==> config.mk <==
export PLATFORM = sky130hd
export DESIGN_NAME = regfile_wb_arbiter_flat
export DESIGN_NICKNAME = d
export VERILOG_FILES = /design/src/rtl/regfile_wb_arbiter_if.sv /design/src/rtl/regfile_wb_arbiter.sv /design/src/flat_wrapper.sv
export SDC_FILE = /design/constraint.sdc
export NUM_CORES = 1
export LEC_CHECK = 0
export BUFFER_PORTS_ARGS = -buffer_cell sky130_fd_sc_hd__buf_2
export CAP_MARGIN = 10
export CORE_MARGIN = 3
export CORE_UTILIZATION = 58
export DETAILED_ROUTE_END_ITERATION = 8
export PLACE_DENSITY = 0.84
export SYNTH_ARGS = -nofsm -noshare
export SYNTH_HDL_FRONTEND = slang
export SYNTH_SLANG_ARGS = --single-unit
==> constraint.sdc <==
create_clock -name clk -period 7.4 [get_ports clk]
set_input_delay 0.74 -clock clk [delete_from_list [all_inputs] [get_ports clk]]
set_output_delay 0.74 -clock clk [all_outputs]
set_load 0.02 [all_outputs]
==> src/rtl/regfile_wb_arbiter_if.sv <==
// Writeback bus between the pipeline/multi-cycle unit and the write-port arbiter.
// Handshake: the secondary source transfers {s_rw,s_din} on a posedge where
// s_valid && s_ready are both high; s_valid and the payload must stay stable
// until that edge. The primary source has no handshake: p_we is sampled every
// cycle and must be 0 while stall_req is 1.
interface regfile_wb_arbiter_if;
    logic        p_we;
    logic [4:0]  p_rw;
    logic [31:0] p_din;
    logic        s_valid;
    logic        s_ready;
    logic [4:0]  s_rw;
    logic [31:0] s_din;
    logic        claim_valid;
    logic [4:0]  claim_rw;
    logic [31:0] busy;
    logic        stall_req;
    logic        rf_we;
    logic [4:0]  rf_rw;
    logic [31:0] rf_din;
    logic        err;

    // Writeback sources and regfile side as seen from outside the arbiter
    modport master (
        output p_we, p_rw, p_din, s_valid, s_rw, s_din, claim_valid, claim_rw,
        input  s_ready, busy, stall_req, rf_we, rf_rw, rf_din, err
    );

    // The arbiter itself
    modport slave (
        input  p_we, p_rw, p_din, s_valid, s_rw, s_din, claim_valid, claim_rw,
        output s_ready, busy, stall_req, rf_we, rf_rw, rf_din, err
    );
endinterface

==> src/rtl/regfile_wb_arbiter.sv <==
// Regfile write-port arbiter: the in-order pipeline writeback has priority, a
// multi-cycle unit queues its results in a small FIFO, a busy scoreboard tracks
// registers reserved by that unit, and a one-cycle stall is requested when the
// FIFO head has been starved for STARVE_LIMIT cycles.
module regfile_wb_arbiter #(
    parameter int DEPTH        = 2,
    parameter int STARVE_LIMIT = 4
) (
    input logic                  clk,
    input logic                  rst_n,
    regfile_wb_arbiter_if.slave  bus
);
    localparam int AW = $clog2(DEPTH);
    localparam int CW = $clog2(STARVE_LIMIT + 1);

    // FIFO storage: entry = {rw, din}
    logic [36:0]  mem [DEPTH];
    logic [AW:0]  wr_ptr;
    logic [AW:0]  rd_ptr;
    logic         empty;
    logic         full;
    logic         push;
    logic [4:0]   head_rw;
    logic [31:0]  head_din;

    logic         p_eff;
    logic         claim_eff;
    logic         head_grant;
    logic         prim_grant;
    logic         starved;

    logic [CW-1:0] cnt_q;
    logic [CW-1:0] cnt_nxt;
    logic          stall_q;
    logic          stall_nxt;
    logic [31:0]   busy_q;
    logic [31:0]   busy_nxt;
    logic          err_q;
    logic          err_nxt;
    logic          rf_we_q;
    logic [4:0]    rf_rw_q;
    logic [31:0]   rf_din_q;

    assign empty    = (wr_ptr == rd_ptr);
    assign full     = (wr_ptr[AW] != rd_ptr[AW]) && (wr_ptr[AW-1:0] == rd_ptr[AW-1:0]);
    assign push     = bus.s_valid && !full;
    assign head_rw  = mem[rd_ptr[AW-1:0]][36:32];
    assign head_din = mem[rd_ptr[AW-1:0]][31:0];

    assign bus.s_ready   = !full;
    assign bus.busy      = busy_q;
    assign bus.stall_req = stall_q;
    assign bus.rf_we     = rf_we_q;
    assign bus.rf_rw     = rf_rw_q;
    assign bus.rf_din    = rf_din_q;
    assign bus.err       = err_q;

    // Grant: a stall cycle forces the head; otherwise primary wins, then the head
    always_comb begin
        p_eff      = bus.p_we && (bus.p_rw != 5'd0);
        claim_eff  = bus.claim_valid && (bus.claim_rw != 5'd0);
        head_grant = 1'b0;
        prim_grant = 1'b0;
        if (!empty && (stall_q || !p_eff)) begin
            head_grant = 1'b1;
        end else if (p_eff) begin
            prim_grant = 1'b1;
        end
        starved = !empty && !head_grant;
    end

    // Scoreboard, starvation counter, stall request and sticky error next state
    always_comb begin
        busy_nxt = busy_q;
        if (head_grant) begin
            busy_nxt = busy_nxt & ~(32'd1 << head_rw);
        end
        // A claim landing on the bit being released keeps it reserved
        if (claim_eff) begin
            busy_nxt = busy_nxt | (32'd1 << bus.claim_rw);
        end

        cnt_nxt   = starved ? cnt_q + CW'(1) : '0;
        stall_nxt = starved && (cnt_q == CW'(STARVE_LIMIT - 1));

        err_nxt = err_q;
        if (stall_q && p_eff) begin
            err_nxt = 1'b1;
        end
        if (claim_eff && busy_q[bus.claim_rw]) begin
            err_nxt = 1'b1;
        end
        if (p_eff && busy_q[bus.p_rw]) begin
            err_nxt = 1'b1;
        end
    end

    // FIFO payload write; contents are don't-care until pointed at
    always_ff @(posedge clk) begin
        if (push) begin
            mem[wr_ptr[AW-1:0]] <= {bus.s_rw, bus.s_din};
        end
    end

    // FIFO pointers; the head is popped whenever it is granted
    always_ff @(posedge clk or negedge rst_n) begin
        if (!rst_n) begin
            wr_ptr <= '0;
            rd_ptr <= '0;
        end else begin
            if (push) begin
                wr_ptr <= wr_ptr + (AW + 1)'(1);
            end
            if (head_grant) begin
                rd_ptr <= rd_ptr + (AW + 1)'(1);
            end
        end
    end

    // Registered regfile write port; writes to $0 become no-writes
    always_ff @(posedge clk or negedge rst_n) begin
        if (!rst_n) begin
            rf_we_q  <= 1'b0;
            rf_rw_q  <= '0;
            rf_din_q <= '0;
        end else if (prim_grant) begin
            rf_we_q  <= 1'b1;
            rf_rw_q  <= bus.p_rw;
            rf_din_q <= bus.p_din;
        end else if (head_grant && (head_rw != 5'd0)) begin
            rf_we_q  <= 1'b1;
            rf_rw_q  <= head_rw;
            rf_din_q <= head_din;
        end else begin
            rf_we_q  <= 1'b0;
        end
    end

    // Control state: scoreboard, starvation counter, stall request, error flag
    always_ff @(posedge clk or negedge rst_n) begin
        if (!rst_n) begin
            busy_q  <= '0;
            cnt_q   <= '0;
            stall_q <= 1'b0;
            err_q   <= 1'b0;
        end else begin
            busy_q  <= busy_nxt;
            cnt_q   <= cnt_nxt;
            stall_q <= stall_nxt;
            err_q   <= err_nxt;
        end
    end
endmodule

==> src/flat_wrapper.sv <==
// flat-port wrapper written by rule: the top's interface ports become plain ports
module regfile_wb_arbiter_flat 
#(
    parameter int DEPTH        = 2,
    parameter int STARVE_LIMIT = 4
)
  (clk, rst_n, bus_p_we, bus_p_rw, bus_p_din, bus_s_valid, bus_s_rw, bus_s_din, bus_claim_valid, bus_claim_rw, bus_s_ready, bus_busy, bus_stall_req, bus_rf_we, bus_rf_rw, bus_rf_din, bus_err);
  regfile_wb_arbiter_if bus_i ();
  input logic clk;
  input logic rst_n;
  input wire logic [$bits(bus_i.p_we)-1:0] bus_p_we;
  input wire logic [$bits(bus_i.p_rw)-1:0] bus_p_rw;
  input wire logic [$bits(bus_i.p_din)-1:0] bus_p_din;
  input wire logic [$bits(bus_i.s_valid)-1:0] bus_s_valid;
  input wire logic [$bits(bus_i.s_rw)-1:0] bus_s_rw;
  input wire logic [$bits(bus_i.s_din)-1:0] bus_s_din;
  input wire logic [$bits(bus_i.claim_valid)-1:0] bus_claim_valid;
  input wire logic [$bits(bus_i.claim_rw)-1:0] bus_claim_rw;
  output wire logic [$bits(bus_i.s_ready)-1:0] bus_s_ready;
  output wire logic [$bits(bus_i.busy)-1:0] bus_busy;
  output wire logic [$bits(bus_i.stall_req)-1:0] bus_stall_req;
  output wire logic [$bits(bus_i.rf_we)-1:0] bus_rf_we;
  output wire logic [$bits(bus_i.rf_rw)-1:0] bus_rf_rw;
  output wire logic [$bits(bus_i.rf_din)-1:0] bus_rf_din;
  output wire logic [$bits(bus_i.err)-1:0] bus_err;
  assign bus_i.p_we = bus_p_we;
  assign bus_i.p_rw = bus_p_rw;
  assign bus_i.p_din = bus_p_din;
  assign bus_i.s_valid = bus_s_valid;
  assign bus_i.s_rw = bus_s_rw;
  assign bus_i.s_din = bus_s_din;
  assign bus_i.claim_valid = bus_claim_valid;
  assign bus_i.claim_rw = bus_claim_rw;
  assign bus_s_ready = bus_i.s_ready;
  assign bus_busy = bus_i.busy;
  assign bus_stall_req = bus_i.stall_req;
  assign bus_rf_we = bus_i.rf_we;
  assign bus_rf_rw = bus_i.rf_rw;
  assign bus_rf_din = bus_i.rf_din;
  assign bus_err = bus_i.err;
  regfile_wb_arbiter #(.DEPTH(DEPTH), .STARVE_LIMIT(STARVE_LIMIT)) u_core (.clk(clk), .rst_n(rst_n), .bus(bus_i));
endmodule
# After elaboration in Yosys (flattened, before gate mapping)
# Memory sizes are Yosys's and may differ from the RTL's.
# Cells that the tools add are included.
# Widths: inputs -> output; s select.
[totals] n_memories=1 regBits=79 inputBits=84 ram_bits=74
[memory_table] memory="u_core.mem" words=2 width=37 rd=1 rd_ports_with_merged_regs=0 wr=1 line="regfile_wb_arbiter.sv:17" text="logic [36:0] mem [DEPTH];"
[classes] n_reduce_logical=21 bitwise_logic=3 n_shift=2 n_eq_ne=4 add_sub_neg=3 mux=21 order_cmp=2
[ops] cell="$mux 32" count=4
[ops] cell="$shl 1x5->32 const A" count=2
[ops] cell="$and 32x32->32" count=1
[ops] cell="$not 32->32" count=1
[ops] cell="$or 32x32->32" count=1
[ops] cell="$reduce_bool 5->1" count=3
[ops] cell="$lt 5x6->1 const B" count=2
[ops] cell="$mux 1" count=12
[ops] cell="$logic_and 1x1->1" count=11
[ops] cell="$bmux 1 s5" count=2
[ops] cell="$mux 5" count=2
[ops] cell="$add 2x1->2 const B" count=2
[ops] cell="$logic_not 1->1" count=4
[ops] cell="$add 3x1->3 const B" count=1
[ops] cell="$eq 3x2->1 const B" count=1
[ops] cell="$mux 3" count=1
[ops] cell="$reduce_bool 3->1" count=1
[ops] cell="$eq 2x2->1" count=1
[ops] cell="$reduce_bool 2->1" count=1
[ops] cell="$eq 1x1->1" count=1
[ops] cell="$logic_or 1x1->1" count=1
[ops] cell="$ne 1x1->1" count=1

# Longest topological paths before layout
# Gate-level depths: netlist of the first run.
[depth] word_depth=9 ltp_mapped=8

# Worst setup path after synthesis of the first run
# No wires, ideal clock.
[synth_timing] path_type="reg2reg" start="reg u_core.rd_ptr[0]" end="mem u_core.mem[0][0] (enable)" period_less_slack_ps=2971 t_arrival_ps=2539 n_path_buf=1 setup_ps=431 stages_incl_launch_ff=6 slack_ps=4429 path_cell_list="dfrtp_1 > buf_2 > xnor2_2 > nand2_1 > nand2_1 > nor2_1"
[synth_between] elab_chain_cells=6
[synth_rtl] element="start, declared" line="regfile_wb_arbiter.sv:19" text="logic [AW:0] rd_ptr;"
[synth_rtl] element="start signal, assigned" line="regfile_wb_arbiter.sv:115" text="rd_ptr <= rd_ptr + (AW + 1)'(1);"
[synth_rtl] element="$eq 1x1->1" line="regfile_wb_arbiter.sv:45" text="assign full = (wr_ptr[AW] != rd_ptr[AW]) && (wr_ptr[AW-1:0] == rd_ptr[AW-1:0]);"
[synth_rtl] element="$logic_and 1x1->1" line="regfile_wb_arbiter.sv:45"
[synth_rtl] element="$logic_not 1->1"
[synth_rtl] element="via bus_s_ready" line="flat_wrapper.sv:19" text="output wire logic [$bits(bus_i.s_ready)-1:0] bus_s_ready;"
[synth_rtl] element="$logic_and 1x1->1" line="regfile_wb_arbiter.sv:46" text="assign push = bus.s_valid && !full;"
[synth_rtl] element="$mux 1" line="regfile_wb_arbiter.sv:100" text="if (push) begin"
[synth_rtl] element="$mux 1 (not written as such)" line="regfile_wb_arbiter.sv:101" text="mem[wr_ptr[AW-1:0]] <= {bus.s_rw, bus.s_din};"
[synth_rtl] element="end, declared" line="regfile_wb_arbiter.sv:17"
# The timed path passes the listed nets, and every way through them passes these cells.

# Worst setup path in the final report of the first run
[layout_timing] start="in bus_p_rw[2]" end="reg u_core.rf_din_q[20] (netlist: u_core.bus.rf_din[20])"
[layout_between] elab_chain_cells=8 elab_cells_between_ends=11
[layout_rtl] element="start, declared" line="flat_wrapper.sv:12" text="input wire logic [$bits(bus_i.p_rw)-1:0] bus_p_rw;"
[layout_rtl] element="$reduce_bool 5->1 (*)" line="regfile_wb_arbiter.sv:60" text="p_eff = bus.p_we && (bus.p_rw != 5'd0);"
[layout_rtl] element="$logic_and 1x1->1 (*)" line="regfile_wb_arbiter.sv:60"
[layout_rtl] element="$logic_not 1->1" line="regfile_wb_arbiter.sv:64" text="if (!empty && (stall_q || !p_eff)) begin"
[layout_rtl] element="$logic_or 1x1->1" line="regfile_wb_arbiter.sv:64"
[layout_rtl] element="$logic_and 1x1->1" line="regfile_wb_arbiter.sv:64"
[layout_rtl] element="$mux 1" line="regfile_wb_arbiter.sv:64"
[layout_rtl] element="$logic_and 1x1->1" line="regfile_wb_arbiter.sv:130" text="end else if (head_grant && (head_rw != 5'd0)) begin"
[layout_rtl] element="$reduce_bool 2->1 (no line)"
[layout_rtl] element="end signal, assigned" line="regfile_wb_arbiter.sv:129" text="rf_din_q <= bus.p_din;"
[layout_rtl] element="end signal, assigned" line="regfile_wb_arbiter.sv:133" text="rf_din_q <= head_din;"
[layout_rtl] element="end, declared" line="regfile_wb_arbiter.sv:42" text="logic [31:0] rf_din_q;"
# Mark *: on every way between the ends. The rest lies on a longest branch, timed or not.
# A chain may end at the register's enable or synchronous reset.

==> metrics, run 1 <==
status finished clean; Die ar. ~13000 µm²; gpl congestion between 0.8 and 0.9; Post-synth EDFFs 74; fin nets 701; Primary FF master, synth dfrtp_1; Syn Area/Cell 14.9 µm²; data required time of the worst path 7700 ps; Yosys cell types 46; synthesized instance count 462; CP startpoint bus_p_rw[2]; Non-Filler Instances 770; ys async rst share between 50% and 60%; WP buf/inv 2; clock root buffer clkbuf_16; WHS Endpoint u_core.cnt_q[0]; Warnings, synthesis 0; Core ar. about 12000 µm²; CTS clk-pin slew, worst paths 60 ps; Cell Chain, Critical Path buf_2, or4_4, o21ai_1, a21o_1, buf_4, mux2_2, mux2_1; hold wc startpoint u_core.cnt_q[0]; global route overflow 0; Hold WC Path Type flip-flop to flip-flop; R2R cell count 6; hold bufs inserted after CTS 0; die width roughly 110 µm; Setup WS post-layout between 4000 and 5000 ps; ANT nets after route 0; Port-buffer cells 156; Inst Count DP ~740; CTS buffer count 17; crit path max-delay cell type a21o_1; DP HPWL between 10000 and 15000 µm; Final setup viols 0; Max Fclk 317 MHz; ranking of synthesized cells by area edfxtp_1, dfrtp_1, mux2_2; Clock Tree Buf Depth 2; WHS Path Cells 1; r2r endpoint u_core.bus.rf_din[20]; dpl ws 3810 ps; Yosys top cell area share 32.3%; Post-CTS Setup Bufs 0; Slew @ Worst Pin around 1100 ps; relative slew slack around 27%; starting density of the core a little under 60%; Worst Path Max Fanout 20; DR vias/cell approximately 6.0; Clk Latency, worst-skew pair roughly 420 ps; Fin Clk Skew approximately 14 ps; Fin Setup TNS 0 ps; Post-Layout Inst Area 8290 µm²; largest net degree at the start of global routing 80; Worst EP arrival ~3500 ps; final wirelength ~16000 µm; total track usage 24.4%; total power divided by cell area 445 nW/µm²; fin crit share a little over two fifths; FP Rows 39; critical register-to-register path startpoint u_core.rd_ptr[1]; delay-heaviest family, CP compound AO/OA/AOI/OAI gates; Pleak roughly 3.4 nW; # diodes 0; number of DRC markers in iteration 0 between 400 and 500; DP Area a little under 8000 µm²; Max Cap Viol 0; # resized after CTS 0; critical path type primary input to flip-flop; clock sink total between 150 and 200; RSZ-0062 raised after global routing no; fin crit period 3160 ps; Crit. End Element flip-flop; Final Hold Vio Count 0; Vert. Die Dim between 100 and 150 µm; reg2reg setup slack between 4000 and 5000 ps; area growth from synthesis to layout 20.7%; pins over their slew limit 0; Pre-antenna DRT Iters 5; H-tree Lvls 4; post-synth top area cell edfxtp_1; Max IR drop VDD around 0.25 mV; vias in the first global route ~4800; syn nets between 500 and 600; critical path launch point type primary input; post-DR wirelength/cell slightly above 20 µm; DRC viols 0; global-route wire length before repair 24400 µm; Cell Area, Synth roughly 6900 µm²; Vias 4593; crit-path max cell delay ~670 ps; initial antenna violation count 1; post-synthesis register bit count 153; share of cells above drive strength 1 48.5%; Seq/Total Area, Yosys between 60% and 70%; io pins ~160; CTS tree yes
[how the worst max path moves through the flow]
stage / endpoint / slack (ps) / cells after the start
after CTS: u_core.bus.rf_din[20] / 4240 / 7
after global routing: u_core.bus.rf_din[20] / 4130 / 7
after floorplan: u_core.mem[0][0] / 4430 / 5
after global placement: u_core.bus.rf_rw[2] / 3900 / 7
after detailed placement: u_core.bus.rf_din[20] / 3810 / 7
final: u_core.bus.rf_din[20] / 4240 / 7
[sequential cells by signal (all words and copies together) (netlist names)]
| register | flops |
|---|---|
| u_core.rd_ptr | 2 |
| u_core.bus.stall_req | 1 |
| u_core.bus.rf_rw | 5 |
| u_core.bus.rf_din | 32 |
| u_core.bus.err | 1 |
| u_core.mem | 74 |
| u_core.wr_ptr | 2 |
| u_core.bus.rf_we | 1 |
| u_core.cnt_q | 3 |
| u_core.bus.busy | 32 |
[cell usage after synthesis, drive strengths merged, types with 2 or more instances]
cell and instances:
a21o 2, a22oi 2, a311oi 3, and2 3, buf 17, clkbuf 8, dfrtp 79, edfxtp 74
ha 2, inv 6, mux2 109, mux2i 11, mux4 13, nand2 10, nand2b 5, nand3 8
nand4 9, nor2 7, nor2b 8, o21ai 64, o22ai 2, xnor2 4, xor2 2
[per-layer routing]
layer | GRT usage [%] | share of wire, %
met3 | 7.89 | 8.5
met2 | 40.9 | 50
met5 | 0 | 0.045
met4 | 7.67 | 1.8
met1 | 30.4 | 40
[worst register-to-register path: stages, from the launching register on]
cell	delay, ps
dfrtp_1	400
xor2_1	190
nand2b_1	460
a21o_1	740
buf_4	430
mux2_2	380
mux2_1	290
[layout make-up]
type                            instances  area (µm²)
Fill cell                             754        3230
Inverter                                6        22.5
Timing Repair Buffer                  159         806
Sequential cell                       153        4200
Multi-Input combinational cell        278        2510
Clock buffer                           20         447
Clock inverter                         11         125
Tap cell                              143         179
[metrics by stage]
stage	utilization [%]	power (mW)	hold slack (ps)
floorplan	-	2.42	409
global placement	67.0	2.81	421
detailed placement	67.0	2.87	448
global route	72.0	3.89	470
finish	72.0	3.69	455
CTS	72.0	3.71	454
[where the power goes]
group	switching, mW	internal (mW)
sequential	0.194	1.26
clock	0.330	0.502
combinational	0.817	0.591
total	1.34	2.35
[logic make-up (layout without fill, tap and decap cells)]
| group | Yosys count | in the layout | synth area share, % |
|---|---|---|---|
| compound gates | 83 | 83 | 6.98 |
| xor+xnor | 6 | 6 | 0.874 |
| fa+ha+maj | 2 | 2 | 0.364 |
| buf+inv | 31 | 196 | 2.59 |
| flops | 153 | 153 | 61.1 |
| mux | 133 | 133 | 23.7 |
| simple gates | 54 | 54 | 4.34 |
[cells in the final DEF (no fill, tap or decap), drive strengths merged, types with 2 or more instances in the layout]
| master | netlist | final |
|---|---|---|
| clkbuf | 8 | 20 |
| a311oi | 3 | 3 |
| a21o | 2 | 2 |
| nand2b | 5 | 5 |
| nor2 | 7 | 7 |
| xor2 | 2 | 2 |
| nand2 | 10 | 10 |
| inv | 6 | 6 |
| edfxtp | 74 | 74 |
| clkinv | 0 | 4 |
| mux4 | 13 | 13 |
| nand4 | 9 | 9 |
| ha | 2 | 2 |
| nor2b | 8 | 8 |
| bufinv | 0 | 2 |
| nand3 | 8 | 8 |
| clkinvlp | 0 | 5 |
| mux2 | 109 | 109 |
| o22ai | 2 | 2 |
| buf | 17 | 159 |
| dfrtp | 79 | 79 |
| xnor2 | 4 | 4 |
| o21ai | 64 | 64 |
| mux2i | 11 | 11 |
| a22oi | 2 | 2 |
| and2 | 3 | 3 |
(Power assumes the default switching activity.)
==> run 2: changes to the inputs <==
- CORE_UTILIZATION: 58 -> 54
- PLACE_DENSITY: 0.84 -> 0.79
- clock period: 7.4 -> 3.2 ns (I/O delays scaled with it)
==> run 2 against run 1 <==
Sequential power grew 130%; global-route usage fell by 1.6 points; die area is 7.0% higher; worst setup slack lost 3400 ps; cell count is 3.8% higher; first-iteration DRC count fell by 36%; clock power grew 130%; cell area is 0.89% higher; sequential share of layout area fell by 0.45 points; power is 130% higher; hold slack worse by 360 ps; largest cell class unchanged; highest routed layer unchanged.
==> metrics, run 2 (same netlist as run 1, synthesis figures left out) <==
Port-buffer cells between 150 and 200; CP startpoint u_core.rd_ptr[0]; DR vias/cell a little under 6; crit-path max cell delay about 460 ps; die width around 120 µm; CTS tree yes; fin crit period 2380 ps; total power divided by cell area ~1000 nW/µm²; Crit. End Element flip-flop; Final setup viols 0; Inst Count DP between 700 and 800; FF/Latch Area approximately 4200 µm²; critical path launch point type flip-flop; clock sink total ~150; Levels on crit path 6; Core ar. 12200 µm²; clock root buffer clkbuf_16; # resized after CTS 0; DP HPWL between 10000 and 15000 µm; vias in the first global route between 4000 and 5000; Pre-antenna DRT Iters 5; Cell Chain, Critical Path buf_4, mux2i_1, nand4_2, o22ai_4, buf_12, mux2_2; # diodes 0; Clk Latency, worst-skew pair slightly above 400 ps; Clock Tree Buf Depth 2; relative slew slack 32.6%; WP buf/inv 2; Pleak around 3.4 nW; Fin Clk Skew roughly 8.2 ps; Max Fclk about 420 MHz; fin crit share between 70 and 80%; area growth from synthesis to layout 21.7%; Fill cells a little under 900; final wirelength ~16000 µm; Worst Path Max Fanout 38; largest net degree at the start of global routing 80; FP Rows 40; post-DR wirelength/cell slightly below 20 µm; delay-heaviest family, CP multiplexers; Max IR drop VDD 0.649 mV; commonest non-fill, non-tap cell in the layout buf_2; most frequent cells in the layout buf_2, mux2_2, dfrtp_1; critical path type flip-flop to flip-flop; starting density of the core 56.3%; critical register-to-register path startpoint u_core.rd_ptr[0]; r2r endpoint u_core.bus.rf_din[11]; Hold WC Path Type primary input to asynchronous set/reset pin; Critical Path End u_core.bus.rf_din[11]; global-route wire length before repair approximately 25000 µm; hold bufs inserted after CTS 0; Vert. Die Dim around 120 µm; data required time of the worst path roughly 3500 ps; number of DRC markers in iteration 0 298; DP Area 7780 µm²; total track usage between 20% and 30%; ANT nets after route 0; share of cells above drive strength 1 approximately 50%; Final Hold Vio Count 0; Fin Setup TNS 0 ps; global route overflow 0; Max Cap Viol 0; initial antenna violation count 1; DRC viols 0; gpl congestion 0.898; Worst EP arrival about 2700 ps; H-tree Lvls 4; Post-Layout Inst Area about 8400 µm²; fin nets about 700; status finished clean; Slew @ Worst Pin roughly 1000 ps; Die ar. between 10000 and 15000 µm²; crit path max-delay cell type mux2i_1; Vias roughly 4600; reg2reg setup slack just over 800 ps; RSZ-0062 raised after global routing no; Post-CTS Setup Bufs 0; CTS buffer count 17; pins over their slew limit 0; max reg flops 74; area of the multi-input gates between 2000 and 3000 µm²; CTS clk-pin slew, worst paths ~60 ps; io pins between 150 and 200; Non-Filler Instances 799; R2R cell count 6
==> run 2: cell types whose count changed in the layout (fill, tap and decap cells not counted), sizes merged <==
cell | before | now
buf | 159 | 162
clkbuf | 20 | 18
clkinv | 4 | 3
inv | 6 | 9
clkinvlp | 5 | 6
==> run 2: worst min path at each step <==
stage	cells past startpoint	endpoint	startpoint
3_3_place_gp	1	u_core.cnt_q[0]	u_core.cnt_q[0]
3_5_place_dp	1	u_core.cnt_q[0]	u_core.cnt_q[0]
6_report	1	u_core.bus.busy[4]	rst_n
2_1_floorplan	0	u_core.bus.busy[0]	rst_n
5_1_grt	1	u_core.mem[1][13]	bus_s_din[13]
4_1_cts	1	u_core.mem[0][8]	bus_s_din[8]
==> run 2: final cells by class <==
class / instances / area share [%]
flip-flops and latches: 153 / 50.2
multi-input cells: 278 / 30.0
repair buffers: 162 / 10.1
clock buffers: 18 / 5.13
well taps: 168 / 2.51
clock inverters: 14 / 1.78
inverters: 6 / 0.269
==> run 2: per-layer routing <==
layer / part of all wire, % / GRT usage, % / vias to the layer above
met2: 49 / 37.8 / 226
met5: 0.084 / 0 / -
met3: 7.9 / 6.79 / 30
met1: 40 / 28.1 / 2304
li1: - / - / 2072
met4: 2.2 / 9.12 / 2
==> run 2: worst reg2reg max path, cell delays in order, from the launching register on <==
cell     delay (ps)
dfrtp_2         420
buf_4           290
mux2i_1         470
nand4_2         250
o22ai_4         190
buf_12          240
mux2_2          420
==> run 2: stage by stage <==
step                      total power [mW]  util, %  worst slack, ps  hold slack (ps)
after floorplan                       5.60        -              229             24.4
after global placement                6.55     63.7              663              421
after detailed placement              6.69     63.7              587              426
after CTS                             8.64     68.5              811             79.0
after global routing                  9.06     68.5              666             79.5
final                                 8.58     68.5              822             91.5
==> run 2: report_power, final <==
group | switching, mW | internal, mW | leakage, nW
Sequential | 0.454 | 2.91 | 1.63
Combinational | 1.89 | 1.40 | 1.50
Clock | 0.777 | 1.15 | 0.263
Total | 3.12 | 5.46 | 3.39
==> run 3: changes to the inputs <==
- clock period: 3.2 -> 2.4 ns (I/O delays scaled with it)
==> run 3 against run 2 <==
Routed wire length is 2.4% higher; via count is 2.4% higher; maximum frequency is 7.7% higher; flip-flop and latch count is the same; register-to-register slack worse by 630 ps; first-iteration DRC count rose by 38%; sequential power increased by 34%; die area did not move; power rose by 37%; largest cell class unchanged; highest routed layer unchanged.
==> metrics, run 3 (same netlist as run 1, synthesis figures left out) <==
total power divided by cell area between 1000 and 1500 nW/µm²; Port-buffer cells roughly 160; Final setup viols 0; CTS tree yes; crit path max-delay cell type dfrtp_1; gpl congestion 0.874; Crit. End Element flip-flop; Vias ~4700; GR Util met1 28.6%; Worst Path Max Fanout 36; status finished clean; vias in the first global route between 4000 and 5000; Pre-antenna DRT Iters 5; DR vias/cell 5.81; RSZ-0062 raised after global routing no; Slew @ Worst Pin about 670 ps; crit-path max cell delay roughly 400 ps; DP HPWL 11400 µm; Final Core Density between 70 and 80%; Cell Chain, Critical Path xor2_1, nand2b_1, a21o_2, buf_12, mux2_2, mux2_1; io pins between 150 and 200; global-route wire length before repair roughly 26000 µm; Fin Clk Skew between 15 and 20 ps; Die ar. around 14000 µm²; Max Cap Viol 0; max reg flops 74; fin crit period approximately 2200 ps; critical path launch point type flip-flop; relative slew slack between 50% and 60%; number of DRC markers in iteration 0 slightly above 400; data required time of the worst path around 2700 ps; GR peak layer met2; share of cells above drive strength 1 about half; starting density of the core a little under three fifths; CTS clk-pin slew, worst paths about 60 ps; initial antenna violation count 1; reg2reg setup slack 190 ps; fin nets between 700 and 800; commonest non-fill, non-tap cell in the layout buf_2; met3 GRT Util under 10%; area growth from synthesis to layout 24.9%; final wirelength 15900 µm; Max Fclk 453 MHz; clock sink total 153; largest net degree at the start of global routing 50; Max IR drop VDD 0.671 mV; dpl ws about 110 ps; delay-heaviest family, CP multiplexers; die width between 100 and 150 µm; ANT nets after route 0; Core ar. around 12000 µm²; Vert. Die Dim 119 µm; clock root buffer clkbuf_16; Pleak 3.51 nW; total track usage a little under a quarter; FP Rows 40; CTS buffer count 17; fin crit share roughly 92%; Fin Setup TNS 0 ps; post-DR wirelength/cell slightly below 20 µm; Clock Tree Buf Depth 2; WP buf/inv 1; H-tree Lvls 4; pins over their slew limit 0; total power 11.7 mW; global route overflow 0; Post-CTS Setup Bufs 0; Hold WC Path Type primary input to flip-flop; most frequent cells in the layout buf_2, mux2_2, dfrtp_1; Final Hold Vio Count 0; critical path type flip-flop to flip-flop; DRC viols 0; Setup WS post-layout 193 ps; Worst EP arrival about 2500 ps; GR Util met2 between 30% and 40%; Clk Latency, worst-skew pair ~420 ps
run 3: cell count changes in the layout (fill, tap and decap cells not counted), sizes merged:
cell / before / now
buf: 162 / 175
dlygate4sd3: 0 / 5
clkinvlp: 6 / 3
bufinv: 2 / 4
clkinv: 3 / 5
inv: 9 / 7
diode: 0 / 1
run 3: power by group:
part           switching [mW]  leakage (nW)  internal, mW  total, mW
Clock                   0.997         0.287          1.73       2.72
Combinational            2.54          1.60          1.98       4.52
Sequential              0.625          1.63          3.87       4.49
Total                    4.16          3.51          7.58       11.7
run 3: layer usage:
layer  vias to the layer above  wire (µm)
li1                       2103          -
met5                         -          7
met4                         2        391
met3                        41       1330
met2                       260       7910
met1                      2337       6270
run 3: repair_timing:
action	CTS	global route
hold buffers	4	1
resized for setup	0	0
hold endpoints to repair	54	2
run 3: cell type report:
| cell class | instances | area [µm²] |
|---|---|---|
| timing repair buffer | 180 | 1030 |
| clock inverter | 13 | 178 |
| fill | 886 | 3630 |
| tap | 168 | 210 |
| antenna | 1 | 2.50 |
| clock buffer | 18 | 429 |
| inverter | 6 | 22.5 |
| multi-input combinational | 278 | 2510 |
| sequential | 153 | 4200 |
run 3: path summary, 6_finish.rpt:
path | start | to | depth (start not counted)
setup / recovery | u_core.rd_ptr[1] | u_core.bus.rf_din[24] | 6
hold / removal | bus_s_din[11] | u_core.mem[1][11] | 1
setup reg to reg | u_core.rd_ptr[1] | u_core.bus.rf_din[24] | 6
hold reg to reg | u_core.cnt_q[0] | u_core.cnt_q[0] | 1
max in group asynchronous | rst_n | u_core.bus.rf_din[19] | 3
min in group asynchronous | rst_n | u_core.bus.busy[16] | 2
run 3: per-stage QoR:
| step | area [µm²] | hold WS [ps] | instances |
|---|---|---|---|
| after floorplan | 6870 | -55.6 | 462 |
| final | 8580 | 12.6 | 817 |
| after global routing | 8580 | 0.697 | 816 |
| after detailed placement | 7920 | 316 | 780 |
| after CTS | 8570 | 0.114 | 815 |
| after global placement | 7920 | 295 | 780 |
